===== config.mk =====
export PLATFORM = sky130hd
export DESIGN_NAME = rc_ctrl
export DESIGN_NICKNAME = d
export VERILOG_FILES = /design/src/rtl/rc_ctrl.sv
export SDC_FILE = /design/constraint.sdc
export NUM_CORES = 1
export LEC_CHECK = 0
export ABC_AREA = 0
export CAP_MARGIN = 5
export CORE_ASPECT_RATIO = 0.6
export CORE_UTILIZATION = 46
export CTS_CLUSTER_SIZE = 16
export DETAILED_ROUTE_END_ITERATION = 8
export GPL_TIMING_DRIVEN = 0
export PLACE_DENSITY = 0.65
export SLEW_MARGIN = 25
export SYNTH_ARGS = -nofsm -noshare
export SYNTH_HDL_FRONTEND = slang
export SYNTH_SLANG_ARGS = --single-unit

===== constraint.sdc =====
create_clock -name clk -period 4.4 [get_ports clk]
set_input_delay 1.32 -clock clk [delete_from_list [all_inputs] [get_ports clk]]
set_output_delay 1.32 -clock clk [all_outputs]
set_load 0.01 [all_outputs]

===== src/rtl/rc_ctrl.sv =====
// Receive-side sequencer: arms rc_dpdm for a data or handshake packet, supervises
// sync timeout and packet watchdog, retries on errors and reports done/fail.
module rc_ctrl #(
  parameter int TIMEOUT_CYC = 255,
  parameter int WDOG_CYC    = 128,
  parameter int MAX_RETRY   = 3
) (
  input  logic       clk,
  input  logic       rst_n,
  input  logic       req_data,
  input  logic       req_hshake,
  input  logic       cancel,
  input  logic       got_sync,
  input  logic       end_rc_nrzi,
  input  logic       EOP_error,
  input  logic       pkt_bad,
  output logic       receive_data,
  output logic       receive_hshake,
  output logic       rc_EOPerr,
  output logic       abort,
  output logic       busy,
  output logic       done,
  output logic       fail,
  output logic [3:0] retry_cnt
);

  typedef enum logic [2:0] {
    S_IDLE, S_LISTEN, S_RECV, S_EOP1, S_EOP2, S_ERRACK, S_ABORT, S_DONE
  } state_t;

  localparam logic [9:0] TO_LAST   = 10'(TIMEOUT_CYC - 1);
  localparam logic [9:0] WD_LAST   = 10'(WDOG_CYC - 1);
  localparam logic [3:0] RETRY_MAX = 4'(MAX_RETRY);

  state_t     state_q, state_d;
  logic [9:0] timer_q, timer_d;
  logic [3:0] retry_q, retry_d;
  logic       is_data_q, is_data_d;
  logic       cxl_q, cxl_d;

  logic [9:0] timer_inc;
  logic       retry_last;

  always_ff @(posedge clk or negedge rst_n) begin
    if (!rst_n) begin
      state_q   <= S_IDLE;
      timer_q   <= '0;
      retry_q   <= '0;
      is_data_q <= 1'b1;
      cxl_q     <= 1'b0;
    end else begin
      state_q   <= state_d;
      timer_q   <= timer_d;
      retry_q   <= retry_d;
      is_data_q <= is_data_d;
      cxl_q     <= cxl_d;
    end
  end

  always_comb begin
    state_d    = state_q;
    timer_d    = timer_q;
    retry_d    = retry_q;
    is_data_d  = is_data_q;
    cxl_d      = cxl_q;
    timer_inc  = (timer_q == 10'h3FF) ? timer_q : timer_q + 10'd1;
    retry_last = (retry_q == RETRY_MAX);

    case (state_q)
      S_IDLE: begin
        if (req_data || req_hshake) begin
          is_data_d = req_data;
          retry_d   = '0;
          timer_d   = '0;
          cxl_d     = 1'b0;
          state_d   = S_LISTEN;
        end
      end
      S_LISTEN: begin
        timer_d = timer_inc;
        if (cancel) begin
          state_d = S_ABORT;
          cxl_d   = 1'b1;
        end else if (got_sync) begin
          timer_d = '0;
          state_d = S_RECV;
        end else if (timer_q == TO_LAST) begin
          state_d = S_ABORT;
        end
      end
      S_RECV: begin
        timer_d = timer_inc;
        if (cancel) begin
          state_d = S_ABORT;
          cxl_d   = 1'b1;
        end else if (end_rc_nrzi && EOP_error) begin
          state_d = S_ERRACK;
        end else if (end_rc_nrzi) begin
          state_d = S_EOP1;
        end else if (timer_q == WD_LAST) begin
          state_d = S_ABORT;
        end
      end
      S_EOP1: begin
        if (cancel) begin
          state_d = S_ABORT;
          cxl_d   = 1'b1;
        end else if (EOP_error) begin
          state_d = S_ERRACK;
        end else begin
          state_d = S_EOP2;
        end
      end
      S_EOP2: begin
        if (cancel) begin
          state_d = S_ABORT;
          cxl_d   = 1'b1;
        end else if (EOP_error) begin
          state_d = S_ERRACK;
        end else if (pkt_bad) begin
          state_d = S_ABORT;
        end else begin
          state_d = S_DONE;
        end
      end
      S_ERRACK: begin
        if (cancel) begin
          state_d = S_ABORT;
          cxl_d   = 1'b1;
        end else if (retry_last) begin
          state_d = S_IDLE;
        end else begin
          retry_d = retry_q + 4'd1;
          timer_d = '0;
          state_d = S_LISTEN;
        end
      end
      S_ABORT: begin
        // A cancel-initiated abort leaves the retry count alone and never reports.
        if (cxl_q) begin
          cxl_d   = 1'b0;
          state_d = S_IDLE;
        end else if (retry_last) begin
          state_d = S_IDLE;
        end else begin
          retry_d = retry_q + 4'd1;
          timer_d = '0;
          state_d = S_LISTEN;
        end
      end
      S_DONE: begin
        if (cancel) begin
          state_d = S_ABORT;
          cxl_d   = 1'b1;
        end else begin
          state_d = S_IDLE;
        end
      end
      default: state_d = S_IDLE;
    endcase
  end

  logic listening;

  always_comb begin
    listening      = (state_q == S_LISTEN) || (state_q == S_RECV) ||
                     (state_q == S_EOP1)   || (state_q == S_EOP2);
    receive_data   = listening && is_data_q;
    receive_hshake = listening && !is_data_q;
    rc_EOPerr      = (state_q == S_ERRACK);
    abort          = (state_q == S_ABORT);
    busy           = (state_q != S_IDLE);
    done           = (state_q == S_DONE);
    fail           = ((state_q == S_ERRACK) || ((state_q == S_ABORT) && !cxl_q)) &&
                     (retry_q == RETRY_MAX);
    retry_cnt      = retry_q;
  end

endmodule


### Yosys cells after proc, flatten, opt, wreduce, memory -nomap -nowiden

Index checks and enable logic that the tools add are counted.

* mux-type cells: 34
* eq/ne operators: 17
* add/subtract/negate cells: 2
* reductions and logical operators: 22

Operators with widths (number)
* $mux 10: 7
* $pmux 10 s5: 1
* $mux 3: 11
* $pmux 3 s8: 1
* $mux 4: 4
* $eq 3x3->1 const B: 4
* $pmux 4 s3: 1
* $add 10x1->10 const B: 1
* $eq 10x10->1 const B: 1
* $eq 10x7->1 const B: 1
* $eq 10x8->1 const B: 1
* $reduce_and 4->1: 2
* $eq 3x2->1 const B: 2
* $mux 2: 3
* $ne 2x2->1 const B: 3
* $reduce_bool 3->1: 2
* $reduce_or 6->1: 1
* $logic_and 1x1->1: 5
* $logic_or 1x1->1: 5
* $mux 1: 5
* $ne 5x5->1 const B: 1
* $reduce_bool 5->1: 1
* $add 4x1->4 const B: 1
* $eq 4x2->1 const B: 1
* 8 further kinds: 10

* register bits: 19
* word-level logic and storage cells: 80
* input bits: 9
* output and inout port bits: 11

### Longest topological paths before layout

* depth in word-level cells: 6
* mapped depth: 7

### Least setup slack after synthesis

No wires, ideal clock.

* kind: register -> output
* start point: register state_q[1]
* end point: output port fail
* cell stages (with the launch flop): 5
* required time: 3.080 ns
* setup slack: 1.820 ns
* data arrival time: 1.260 ns
* path through: dfrtp_1 > buf_2 > nand2_1 > or3_1 > a21oi_1

* longest elaborated chain between the ends: 4

Ends and longest elaborated chain
* from (decl): RTL line 35 `state_t state_q, state_d;`
* from (signal assigned): RTL line 52 `state_q <= state_d;`
* $eq 3x3->1: RTL line 174 `fail = ((state_q == S_ERRACK) || ((state_q == S_ABORT) && !cxl_q)) &&`
* $logic_and 1x1->1: RTL line 174
* $logic_or 1x1->1 *: RTL line 174
* $logic_and 1x1->1 *: RTL line 174
* to (decl): RTL line 23 `output logic fail,`

Every way passes the cells marked *; elsewhere a longest branch is shown, timed or not.

### Final worst setup path

* start point: register state_q[2]
* end point: output port fail

The elaborated chain is that of the path after synthesis.

==> run metrics <==
number of fill cells in the layout=234; Total GRT Usage=25.1%; CTS root buffer=clkbuf_8; Fin. Hold Viols=0; most area-consuming cells after synthesis=dfrtp_1, nand2_1, nand3_1, a21oi_1, nor2_1; die height=44.1 um; CTS max path bufs=2; Post-DP HPWL=2660 um; clock period minus worst slack=3510 ps; Wirelength per Cell=15.4 um; diode count=0; largest net degree at the start of global routing=20; Yosys cell types=48; die width=72.1 um; Yosys top cell area share=33.2%; Crit Path Class=reg2out; Detailed Routing Iterations Pass 1=4; Max H-tree Level=1; IO buf count=18; CTS tree=yes; status=finished, final reports clean; RSZ-0062 raised after global routing=false; Setup Skew=7.99 ps; nets=201; Die ar.=3180 um^2; Slowest-stage cell, CP=clkdlybuf4s50_1; cell area after synthesis=1360 um^2; synthesized area per cell=8.18 um^2; Final Util=61.7%; fraction of layout cells with a size suffix above 1=8.51%; Cell Rows=14; CP Capture Type=output port; slowest stage delay, CP=550 ps; Post-synth top flop=dfrtp_1; CTS Sinks=19; worst path required time=3080 ps; Final ANT Viol Nets=0; drc violations=0; Seq/Total Area, Yosys=35.1%; P_leak=0.000703 uW; number of synthesized flops with an enable pin=0; Crit Path Max Fanout=10; CP Buf/Inv Count=2; core box area=2650 um^2; post-CTS sizing=0; Slew Limit Fails=0; routability cong.=0.862; commonest cells in the synthesized netlist=dfrtp_1, nand2_1, nor2_1; GRT overflow=0; Mapped Nets=178; Num CTS Buffers=3; initial antenna violation count=0; cell count after synthesis=166; Setup Buffers After CTS=0; crit path DAT=2190 ps; Yosys Warn Count=0; Clock transition at path regs=70 ps; WL final=3510 um; DR vias=1368; worst-path cell chain=clkbuf_1 > nand2_1 > or3_1 > a21oi_1 > clkdlybuf4s50_1; Worst Max-Slew Pin Slew=871 ps; CP delay by family, top=buffers and inverters; cell taking the most area after synthesis=dfrtp_1; fraction of registers with async set/reset=100%; boundary pin count=20; Startpoint Class=register; Hold Crit Class=reg2reg; initial DRC count=75; Setup TNS=0 ps; Final period util=79.8%; first-pass GRT wire length=6030 um; hold buffers post-CTS=0; clock latency on the worst-skew pair=260 ps; Reg area=477 um^2; max-cap viol count=0; Multi-input gate area=825 um^2; Via-to-Cell Ratio=6.00; Max Clk Rate=0.285 GHz; Worst IR Drop VDD=0.332 mV; vias in the first global route=1283; #FFs+latches synth=19; initial core utilization=51.3%; Power Density=607 nW/um^2; final setup violating endpoints=0; Layout area overhead=20.3%; Rel. slew slack=41.7%; Total Power=990 uW
[worst paths after layout]
path | slack, ps | cells past startpoint | startpoint | end
worst max-delay path | 890 | 5 | state_q[2]$_DFFE_PN0P_ | fail
worst min-delay path | 540 | 1 | retry_cnt[0]$_DFFE_PN0P_ | retry_cnt[0]$_DFFE_PN0P_
worst max register to register | 2550 | 6 | state_q[0]$_DFFE_PN0P_ | timer_q[9]$_DFFE_PN0P_
worst min register to register | 540 | 1 | retry_cnt[0]$_DFFE_PN0P_ | retry_cnt[0]$_DFFE_PN0P_
max in group asynchronous | 2310 | 1 | rst_n | state_q[2]$_DFFE_PN0P_
min in group asynchronous | 1550 | 1 | rst_n | retry_cnt[2]$_DFFE_PN0P_
[cell type report]
cell class | count | share of cell area [%]
multi-input combinational | 135 | 50.5
timing repair buffer | 18 | 11.0
inverter | 6 | 1.38
sequential | 19 | 29.2
tap | 40 | 3.07
buffer | 6 | 2.07
clock buffer | 4 | 2.76
[power by group]
group / internal [uW] / switching (uW)
Combinational: 257 / 336
Clock: 64.5 / 59.1
Sequential: 223 / 51.4
Total: 544 / 446
[cells by family (layout without fill, tap and decap cells)]
logic type / count (synthesis) / count (layout) / share of synthesized area (%)
adders and majority gates: 3 / 3 / 2.77
buffers and inverters: 12 / 34 / 4.15
AOI/OAI and AO/OA: 45 / 45 / 22.0
and+or+nand+nor: 86 / 86 / 35.2
muxes: 1 / 1 / 0.737
DFF: 19 / 19 / 35.1
[stage by stage]
step	hold slack (ps)	cells	cell area (um^2)	setup WS (ps)
final	535	228	1630	888
after global routing	565	228	1630	766
after CTS	533	228	1630	899
after detailed placement	522	224	1590	1190
after global placement	516	224	1590	1210
after floorplan	491	166	1360	1820
[registers in the layout, summed over array words and instances (netlist names)]
signal / count
cxl_q: 1
is_data_q: 1
retry_cnt: 4
state_q: 3
timer_q: 10
[layer usage]
metal | global-route usage [%] | vias up | share of wire, %
met5 | 0 | - | 0
met2 | 35.7 | 72 | 39
met3 | 7.52 | 7 | 9.9
li1 | - | 660 | -
met4 | 9.02 | 0 | 1.2
met1 | 36.1 | 629 | 49
[cells in the final DEF (no fill, tap or decap), types with 2 or more instances in the layout]
master | Yosys | layout
nand2_1 | 18 | 18
dfrtp_1 | 18 | 18
clkdlybuf4s50_1 | 0 | 18
nor2_1 | 14 | 14
nand3_1 | 13 | 13
a21oi_1 | 11 | 11
o21ai_1 | 8 | 8
inv_1 | 6 | 6
nand2b_1 | 6 | 6
o21ai_0 | 5 | 5
nor3_1 | 5 | 5
and3_1 | 4 | 4
nand3b_1 | 4 | 4
clkbuf_1 | 2 | 3
buf_2 | 3 | 3
nand4_1 | 3 | 3
ha_1 | 3 | 3
clkbuf_8 | 0 | 3
or3_1 | 2 | 2
a22o_1 | 2 | 2
and4_1 | 2 | 2
nand4_2 | 2 | 2
o22ai_1 | 2 | 2
o211a_1 | 2 | 2
nor2b_1 | 2 | 2
nor4_1 | 2 | 2
a211o_1 | 2 | 2
a31oi_1 | 2 | 2
a21o_1 | 2 | 2
No activity file was read; power rests on OpenSTA's default activity.
